$ cat src/rtl/imem_fetch_controller.sv
// imem_fetch_controller
// Owns the program counter of the MIPS core. It shares the single
// instruction-memory port between the program loader and the fetch engine.
// Fetched words are buffered in a 2-entry FIFO and handed to decode over a
// valid/ready handshake. Branch/jump redirects and halt flush the buffer and
// any read still in flight.
//
// Ports
//   clk, reset      : single clock; synchronous active-high reset
//   start, halt     : begin fetching at RESET_PC (IDLE) / stop and flush (RUN)
//   load_en/we/addr/data : program loader, active only in LOAD
//   mem_addr/re/we/wdata/rdata : memory port; read data arrives one cycle after mem_re
//   inst_valid/ready, inst, inst_pc : decode handshake, FIFO head
//   redirect_valid, redirect_pc : taken branch/jump target
//   fault           : sticky out-of-range fetch flag
//   state           : 0 IDLE, 1 LOAD, 2 RUN, 3 FAULT
module imem_fetch_controller #(
  parameter logic [31:0] RESET_PC = 32'h0000_0000,
  parameter int unsigned DEPTH    = 32
) (
  input  logic        clk,
  input  logic        reset,
  input  logic        start,
  input  logic        halt,
  input  logic        load_en,
  input  logic        load_we,
  input  logic [31:0] load_addr,
  input  logic [31:0] load_data,
  output logic [31:0] mem_addr,
  output logic        mem_re,
  output logic        mem_we,
  output logic [31:0] mem_wdata,
  input  logic [31:0] mem_rdata,
  output logic        inst_valid,
  input  logic        inst_ready,
  output logic [31:0] inst,
  output logic [31:0] inst_pc,
  input  logic        redirect_valid,
  input  logic [31:0] redirect_pc,
  output logic        fault,
  output logic [1:0]  state
);

  typedef enum logic [1:0] {
    IDLE  = 2'd0,
    LOAD  = 2'd1,
    RUN   = 2'd2,
    FAULT = 2'd3
  } state_t;

  localparam logic [31:0] DEPTH_WORDS = 32'(DEPTH);

  state_t      cur_state;
  state_t      next_state;
  logic [31:0] pc;
  logic [31:0] next_pc;
  logic [31:0] fifo_inst [2];
  logic [31:0] fifo_pc [2];
  logic        head;
  logic [1:0]  count;
  logic        inflight;
  logic [31:0] inflight_pc;

  logic        pop;
  logic        fill;
  logic        flush;
  logic        issue;
  logic        wr_idx;
  logic [2:0]  occupancy;
  logic        pc_in_range;
  logic        load_in_range;

  assign inst_valid    = (count != 2'd0);
  assign pop           = inst_valid & inst_ready;
  assign fill          = inflight & ~flush;
  assign wr_idx        = head ^ count[0];
  // Words still owed to decode after this cycle's handshake: buffered plus in flight.
  assign occupancy     = {1'b0, count} + {2'b00, inflight} - {2'b00, pop};
  assign pc_in_range   = (pc >> 2) < DEPTH_WORDS;
  assign load_in_range = (load_addr >> 2) < DEPTH_WORDS;
  assign fault         = (cur_state == FAULT);
  assign state         = cur_state;

  // The head is gated so that the outputs read zero while the buffer is empty.
  always_comb begin
    inst    = '0;
    inst_pc = '0;
    if (inst_valid) begin
      inst    = fifo_inst[head];
      inst_pc = fifo_pc[head];
    end
  end

  // Next-state, memory port and fetch-issue decisions.
  always_comb begin
    next_state = cur_state;
    next_pc    = pc;
    mem_addr   = '0;
    mem_re     = 1'b0;
    mem_we     = 1'b0;
    mem_wdata  = '0;
    flush      = 1'b0;
    issue      = 1'b0;
    unique case (cur_state)
      IDLE: begin
        if (load_en) begin
          next_state = LOAD;
        end else if (start) begin
          next_state = RUN;
          next_pc    = RESET_PC;
        end
      end
      LOAD: begin
        mem_addr  = load_addr & 32'hFFFF_FFFC;
        mem_wdata = load_data;
        mem_we    = load_we & load_in_range;
        if (!load_en) begin
          next_state = IDLE;
        end
      end
      RUN: begin
        if (halt) begin
          flush      = 1'b1;
          next_state = IDLE;
        end else if (redirect_valid) begin
          flush   = 1'b1;
          next_pc = redirect_pc & 32'hFFFF_FFFC;
        end else if (occupancy < 3'd2) begin
          if (pc_in_range) begin
            issue    = 1'b1;
            mem_re   = 1'b1;
            mem_addr = pc;
            next_pc  = pc + 32'd4;
          end else if (occupancy == 3'd0) begin
            // An out-of-range fetch is held back until every older word has
            // been handed to decode, so the fault is raised precisely after
            // the last legal instruction.
            flush      = 1'b1;
            next_state = FAULT;
          end
        end
      end
      FAULT: begin
        next_state = FAULT;
      end
    endcase
  end

  // State, PC and FIFO bookkeeping; a flush drops buffered words and the
  // pending read response together.
  always_ff @(posedge clk) begin
    if (reset) begin
      cur_state   <= IDLE;
      pc          <= RESET_PC;
      head        <= 1'b0;
      count       <= 2'd0;
      inflight    <= 1'b0;
      inflight_pc <= '0;
    end else begin
      cur_state <= next_state;
      pc        <= next_pc;
      if (flush) begin
        head     <= 1'b0;
        count    <= 2'd0;
        inflight <= 1'b0;
      end else begin
        head     <= head ^ pop;
        count    <= count + {1'b0, fill} - {1'b0, pop};
        inflight <= issue;
      end
      if (issue) begin
        inflight_pc <= pc;
      end
    end
  end

  // FIFO storage needs no reset because count gates every read of it.
  always_ff @(posedge clk) begin
    if (fill) begin
      fifo_inst[wr_idx] <= mem_rdata;
      fifo_pc[wr_idx]   <= inflight_pc;
    end
  end

endmodule
$ cat config.mk
export PLATFORM = sky130hd
export DESIGN_NAME = imem_fetch_controller
export DESIGN_NICKNAME = d
export VERILOG_FILES = /design/src/rtl/imem_fetch_controller.sv
export SDC_FILE = /design/constraint.sdc
export NUM_CORES = 1
export LEC_CHECK = 0
export ABC_AREA = 0
export CORE_MARGIN = 4
export CORE_UTILIZATION = 47
export DETAILED_ROUTE_END_ITERATION = 8
export GPL_TIMING_DRIVEN = 0
export PLACE_DENSITY = 0.78
export RECOVER_POWER = 50
export SYNTH_ARGS = -nofsm -noshare
export SYNTH_HDL_FRONTEND = slang
export SYNTH_SLANG_ARGS = --single-unit
$ cat constraint.sdc
create_clock -name clk -period 9.53 [get_ports clk]
set_clock_uncertainty 0.1 [all_clocks]
set_input_delay 1.4295 -clock clk [delete_from_list [all_inputs] [get_ports clk]]
set_output_delay 1.4295 -clock clk [all_outputs]
set_load 0.02 [all_outputs]
==> results of run 1 <==
## through the flow
| step | util [%] | hold slack (ps) | power, mW | setup TNS (ps) | cell area [um^2] |
|---|---|---|---|---|---|
| 2_1_floorplan | - | 317.4 | 1.403 | 0 | 8591 |
| 3_3_place_gp | 63.85 | 326.6 | 1.713 | -94840 | 11470 |
| 3_5_place_dp | 64.54 | 332.8 | 1.723 | 0 | 11590 |
| 4_1_cts | 67.70 | 351.5 | 2.391 | 0 | 12160 |
| 5_1_grt | 67.45 | 365.2 | 2.451 | 0 | 12120 |
| 6_report | 67.45 | 347.1 | 2.349 | 0 | 12120 |
## worst max path at each step
| stage | to | depth (start not counted) |
|---|---|---|
| finish | mem_addr[4] | 12 |
| global route | mem_addr[2] | 12 |
| CTS | mem_addr[4] | 12 |
| detailed placement | mem_addr[4] | 12 |
| global placement | fifo_pc[1][27]$_DFFE_PP_ | 11 |
| floorplan | fifo_inst[1][0]$_DFFE_PP_ | 10 |
## placed cells by master (no fill, tap or decap), types with 5 or more instances in the layout
cell type and instances:
a21oi_1 16, dfxtp_1 66, nor4_1 15, inv_1 12
nand2_1 48, a22oi_1 5, o21ai_0 30, nand4_1 12
mux2i_1 64, edfxtp_1 124, nand3_1 19, and2_1 33
nand2b_1 6, xnor2_1 6, dlygate4sd3_1 71, ha_1 7
a21boi_0 5, clkbuf_1 42, a31oi_1 10, and3_1 53
clkbuf_16 17, nor2_1 79, buf_6 6, clkdlybuf4s50_1 188
nor3_1 9
## state kept, by name, summed over array words and instances, names as in the netlist
register / count
head: 1
fifo_pc: 60
fifo_inst: 64
state: 2
count: 2
inflight_pc: 30
inflight: 1
pc: 30
## per-layer routing
metal	track usage (%)	vias to the layer above
met5	0	-
met4	9.455	2
met3	6.731	52
met2	41.91	359
met1	26.96	3380
li1	-	3346
## area by class of cell
type / instances / area share [%]
Buffer: 52 / 1.817
Tap cell: 229 / 2.365
Clock inverter: 13 / 1.022
Sequential cell: 190 / 41.64
Multi-Input combinational cell: 498 / 26.79
Clock buffer: 19 / 3.656
Inverter: 13 / 0.4027
Timing Repair Buffer: 267 / 22.32
## worst max-delay path: stages
cell	delay (ps)
dlygate4sd3_1	560
o21ai_0	290
xnor2_1	250
ha_1	170
inv_1	50
fa_1	370
xnor2_1	250
nand3_1	230
nor4_1	800
nand3_1	380
a21boi_0	260
clkdlybuf4s50_1	640
## kinds of logic after synthesis
family / count (synthesis) / synth area share (%)
DFF: 190 / 58.80
xor gates and xnor gates: 9 / 0.9188
muxes: 65 / 7.598
AOI/OAI and AO/OA: 112 / 9.246
other: 1 / 0.04371
adders and majority gates: 8 / 1.254
and+or+nand+nor: 300 / 18.87
buffers and inverters: 65 / 3.267
## power by group
group / switching (mW) / internal, mW
registers: 0.0355 / 0.902
clock network: 0.323 / 0.352
logic: 0.438 / 0.299
==> qor.csv, run 1 <==
metric;value;unit
place_congestion;0.9524;
route.met2.wl;12450;um
reg2reg_from;count[1]$_SDFF_PP0_;
core_area;17960;um^2
hold_viol_final;0;
place_ws;2964;ps
clk_latency;430;ps
m1WireLength;9208;um
grt-ovfl-total;0;
hold_path_startpoint;inflight_pc[17]$_SDFFE_PP0P_;
ys.flop_type;edfxtp_1;
hp-class;flop to flop;
std_cell_rows;49;
yosys.cell_count.top_type;edfxtp_1;
post-route-drc-count;0;
async_flop_share;0;%
crit_fanout;7;
drv_cap;0;
ys_top_cells_by_count;edfxtp_1 (124), nor2_1 (80), dfxtp_1 (66), mux2i_1 (64), and3_1 (53);
ctsResizeCount;0;
synth_area_leaders;edfxtp_1 (43%), dfxtp_1 (15%), mux2i_1 (7.5%);
synth_edf_count;124;
rsz0062_at_grt;no;
via_per_inst;5.573;
die_w;143.1;um
nets;1183;
worst_slack;2331;ps
wire_per_inst;19.09;um
synthDistinctLibCells;67;
grt_antenna_before_repair;1;
reg2reg_depth;14;
die_area;20480;um^2
io_pins;270;
post_cts_buffers;0;
whs_endpoint;fifo_pc[0][17]$_DFFE_PP_;
yosys.area.top_type_share;43.40;%
ys_ff_latch;190;
whs_path_depth;0;
startpoint_type;input port;
drive_above_1_share;6.369;%
met3_length;2056;um
firstDrtPassIters;5;
period_share;75.55;%
p_leak;4.256;nW
clock_sink_count;190;
grt_usage;23.67;%
cts_root_buf;clkbuf_16;
grt_max_degree;28;
worst_r2r_endpoint;fifo_inst[1][2]$_DFFE_PP_;
crit_arrival;5670;ps
area_growth;41.23;%
fmax;0.1389;GHz
status;complete, no violations;
drt-total-wl;24450;um
cts_buffers;17;
grt_pass1_vias;7153;
route.vias.total;7139;
diodes;0;
required;8000;ps
initial_core_util;47.76;%
io_buffers;259;
period_minus_slack;7199;ps
ys_warn_count;0;
synth.cell_area;8579;um^2
drtIter0Drc;534;
slew_violations;0;
ant_nets;0;
syn_inst;750;
dp_cells;1249;
seqCellArea;5045;um^2
yosysSeqAreaShare;58.80;%
yosys.area.top_type;edfxtp_1;
cts.hold.buffers_added;0;
clockBufferDepth;2;
cp-startpoint;inst_ready;
cellPowerDensity;193.9;nW/um^2
hpwl;18740;um
finalSetupViolCount;0;
syn_area_per_cell;11.44;um^2
multi_input_area;3246;um^2
fin_cells;1281;
tightest_slew;999.7;ps
ir_drop;0.1455;mV
dieHeight;143.1;um
top_layer;met5;
path_class;input port to output port;
grt_pass1_wl;37270;um
r2r_slack;5010;ps
cts_tree;built;
nFillCells;1372;
cts_max_level;4;
max_slew_margin;33.06;%
clk_pin_slew;70;ps
end_kind;output port;
Power figures use the tool's default switching activity.
==> run 2: changes to the inputs <==
CORE_UTILIZATION = 42   (was 47)
PLACE_DENSITY = 0.73   (was 0.78)
clock period = 5.8 ns   (was 9.53 ns; I/O delays follow)
==> run 2 against run 1 <==
Compared with the run above:
- non-clock buffer count shrank 2
- clock power increased by 76%
- total power grew 67%
- first-iteration DRC count is 2.1% lower
- routed wire length fell by 6.5%
- highest routed layer is now met4
==> qor.csv, run 2 (synthesized netlist as in run 1, its figures left out) <==
metric;value;unit
status;complete, no violations;
die_area;22780;um^2
hpwl;17350;um
grt_max_degree;29;
post-route-drc-count;0;
std_cell_rows;52;
cts.hold.buffers_added;0;
r2r_slack;1530;ps
hold_ws;348.3;ps
period_share;91.95;%
top_register;fifo_inst;
drt-total-wl;22850;um
io_buffers;259;
reg2reg_from;count[1]$_SDFF_PP0_;
grt-ovfl-total;0;
drv_cap;0;
grt_pass1_wl;35290;um
route.vias.total;6829;
clk_latency;430;ps
required;4830;ps
slew_violations;0;
end_kind;output port;
ant_nets;0;
final_cell_mix;clkdlybuf4s50_1 (159), edfxtp_1 (124), dlygate4sd3_1 (100);
crit_fanout;7;
cts_tree;built;
cellPowerDensity;320.4;nW/um^2
dieHeight;150.9;um
place_congestion;0.9117;
reg2reg_depth;12;
clock_sink_count;190;
crit_arrival;4360;ps
hold_viol_final;0;
drtIter0Drc;523;
drive_above_1_share;6.190;%
clk_pin_slew;70;ps
cp-startpoint;inst_ready;
nets;1181;
period_minus_slack;5333;ps
via_per_inst;5.173;
seqCellArea;5045;um^2
diodes;0;
wire_per_inst;17.31;um
finalSetupViolCount;0;
post_cts_buffers;0;
ctsResizeCount;0;
path_class;input port to output port;
hp-class;flop to flop;
multi_input_area;3259;um^2
grt_antenna_before_repair;0;
tightest_slew;964.5;ps
p_total;3.926;mW
p_leak;4.386;nW
grt_pass1_vias;6673;
worst_r2r_endpoint;pc[15]$_SDFFE_PP0P_;
io_pins;270;
core_area;20170;um^2
cts_root_buf;clkbuf_16;
nFillCells;1666;
ir_drop;0.2041;mV
die_w;150.9;um
initial_core_util;42.54;%
startpoint_type;input port;
clockBufferDepth;2;
fmax;0.1875;GHz
cts_buffers;17;
mostFrequentLayoutCell;clkdlybuf4s50_1;
max_slew_margin;35.15;%
cts_max_level;4;
rsz0062_at_grt;no;
critPathCapture;mem_addr[2];
reg_top3;fifo_inst: 64 flops, fifo_pc: 60 flops;
largest_register_ffs;64;
firstDrtPassIters;5;
area_growth;42.83;%
grt_usage;19.94;%
## run 2: stage by stage
| step | utilization [%] | std cells | setup slack (ps) | instance area [um^2] | TNS [ps] |
|---|---|---|---|---|---|
| floorplan | - | 753 | 206.2 | 8596 | 0 |
| global placement | 57.15 | 1282 | -1978 | 11530 | -227410 |
| detailed placement | 57.77 | 1288 | 447.7 | 11650 | 0 |
| CTS | 60.94 | 1320 | 418.6 | 12290 | 0 |
| global route | 60.76 | 1320 | 114.8 | 12250 | 0 |
| finish | 60.76 | 1320 | 467.1 | 12250 | 0 |
## run 2: layout make-up
type	count	share of cell area [%]
timing repair buffer	265	22.07
tap	270	2.757
clock inverter	14	1.532
sequential	190	41.17
inverter	13	0.3982
buffer	52	1.797
clock buffer	18	3.676
multi-input combinational	498	26.60
## run 2: how the worst min path moves through the flow
| stage | start | end | slack [ps] | depth (start not counted) |
|---|---|---|---|---|
| floorplan | inflight_pc[10]$_SDFFE_PP0P_ | fifo_pc[0][10]$_DFFE_PP_ | 320 | 0 |
| global placement | inflight_pc[29]$_SDFFE_PP0P_ | fifo_pc[1][29]$_DFFE_PP_ | 320 | 0 |
| detailed placement | inflight_pc[29]$_SDFFE_PP0P_ | fifo_pc[1][29]$_DFFE_PP_ | 340 | 0 |
| CTS | inflight_pc[29]$_SDFFE_PP0P_ | fifo_pc[1][29]$_DFFE_PP_ | 350 | 0 |
| global route | inflight_pc[29]$_SDFFE_PP0P_ | fifo_pc[1][29]$_DFFE_PP_ | 360 | 0 |
| finish | inflight_pc[26]$_SDFFE_PP0P_ | fifo_pc[0][26]$_DFFE_PP_ | 350 | 0 |
## run 2: worst max-delay path, stage by stage
cell	delay [ps]
clkdlybuf4s50_1	420
o21ai_1	310
xnor2_1	190
ha_1	170
inv_1	50
fa_1	370
xnor2_1	230
nand3_1	260
nor4_4	390
nand3_1	220
a21boi_0	250
clkdlybuf4s50_1	640
## run 2: power breakdown
part / internal [mW] / leakage [nW] / switching, mW
Combinational: 0.488 / 2.45 / 0.715
Clock: 0.616 / 0.307 / 0.569
Sequential: 1.48 / 1.63 / 0.0553
Total: 2.59 / 4.39 / 1.34
## run 2: per-layer routing
| metal | vias to the layer above | share of wire, % | track usage (%) |
|---|---|---|---|
| li1 | 3338 | - | - |
| met1 | 3156 | 42 | 25.92 |
| met4 | 0 | 1.9 | 6.482 |
| met3 | 36 | 7.6 | 4.907 |
| met5 | - | 0 | 0 |
| met2 | 299 | 49 | 32.86 |
==> edit: new RTL, flow settings as in run 1 <==
Make the reset (`reset`) asynchronous in one clocked block. Comments in the files are not updated.
--- a/src/rtl/imem_fetch_controller.sv
+++ b/src/rtl/imem_fetch_controller.sv
@@ -149,5 +149,5 @@
   // State, PC and FIFO bookkeeping; a flush drops buffered words and the
   // pending read response together.
-  always_ff @(posedge clk) begin
+  always_ff @(posedge clk or posedge reset) begin
     if (reset) begin
       cur_state   <= IDLE;
Behaviour: differs if reset is asserted again (counterexample within 4 cycles, from zero or initial values and one cycle with reset high); with reset held inactive, the same outputs for 4 cycles.
==> edit against run 1 <==
- the run now ends with max-capacitance violations, max-slew violations left
- worst setup slack improved by 0.0061 ns
- count of clock-buffer cells in the layout decreased by 1
- synthesized area increased by 0.50%
- routed wire length decreased by 13%
- via count decreased by 12%
- sequential cell count unchanged
- cell area increased by 0.43%
Power is not compared: it rests on default switching activity, and its combinational part moved more than twofold at a synthesized area within 25%.
==> edit: results (changes against run 1) <==
DR iter-0 viols = 458 (-14%)
Placed cell area = 11,600 um2 (+0.30%)
Final critical-path setup slack = 2.34 ns (+0.00607 ns)
Largest cells by area after synthesis = edfxtp_1, dfrtp_1, mux2i_1, nor2_1, and2_1
Top cells by count, synth = edfxtp_1, nor2_1, dfrtp_1, mux2i_1, nand2_1
Arr. time, crit path = 5.66 ns (about the same)
Met2 wire length = 10.3 mm (-18%)
Max capacitance violation total = 1 (+1)
Hold Slack = 0.362 ns (+0.0146 ns)
Bufs w/o clock = 306 (-4.1%)
DP Wirelength = 16.3 mm (-13%)
Routed WL per cell = 17.3 um (-9.6%)
Clk_buf instances = 18 (-1)
Crit path max fanout = 10 (+3)
Synthesized area = 8620 um2 (+0.50%)
Antenna Cells = 4 (+4)
Largest net degree at the start of global routing = 67 (+140%)
M1 WL = 9.29 mm (+0.86%)
Hold path start = inflight_pc[27]
Mux cell area share after synthesis = 7.31% (-0.28 points)
Multi-input combinational area share = 24.6% (-2.2 points)
First-pass GRT wire length = 33.1 mm (-11%)
Worst R2R Path Depth = 19 (+5)
Buffering overhead = 23.6% (-0.48 points)
Violated checks = max-capacitance violations, max-slew violations
Inverters = 18 (+5)
Seq/Total Area, Yosys = 62.3% (+3.5 points)
Slew Limit Fails = 67 (+67)
Fillers = 1,357 (-1.1%)
Seq. cell area = 5380 um2 (+6.5%)
Metal3 WL = 1.44 mm (-30%)
Via Count = 6,286 (-12%)
Comb_multi_in = 451 (-9.4%)
Drt total wl = 21.2 mm (-13%)
Layout Nets = 1,130 (-4.5%)
Asr flop ratio synth = 34.7% (+35 points)
Worst path max stage delay = 1.10 ns (+0.30 ns)
Dpl ws = 3.02 ns (+0.0567 ns)
Share of layout cells above drive strength 1 = 8.02% (+1.7 points)
Reg-to-reg startpoint = count[1]
Vias in the first global route = 6,154 (-14%)
Status = complete, but fails checks
Post-synthesis cell type count = 63 (-6.0%)
Area grow syn2layout = 41.1% (about the same)
edit: cell count changes after synthesis, moves of 6 or more:
cell	run 1	this run
nand3_1	19	7
inv_1	12	18
dfxtp_1	66	0
clkbuf_1	38	19
and3_1	53	29
buf_2	2	8
o21ai_1	2	11
dfrtp_1	0	66
nor2b_1	1	23
a31oi_1	10	2
nand4_1	12	4
edit: per-layer routing:
metal / vias up / global-route usage, %
li1: 3081 / -
met2: 207 / 34.2
met5: - / 0
met1: 2971 / 28.9
met4: 2 / 4.36
met3: 25 / 4.83
edit: worst register-to-register path: stages, from the launching register on:
cell and delay [ns]:
dfrtp_1 0.44, nor2_1 0.81, inv_1 0.12, and2_0 0.29
ha_1 0.30, inv_1 0.06, ha_1 0.13, inv_1 0.05
fa_1 0.37, xnor2_1 0.25, nand3b_1 0.12, o21bai_1 0.19
a21boi_0 0.77, nand2b_1 0.20, ha_1 0.22, inv_1 0.05
ha_1 0.15, xor2_1 0.20, xnor2_1 0.14, nor2_1 0.05
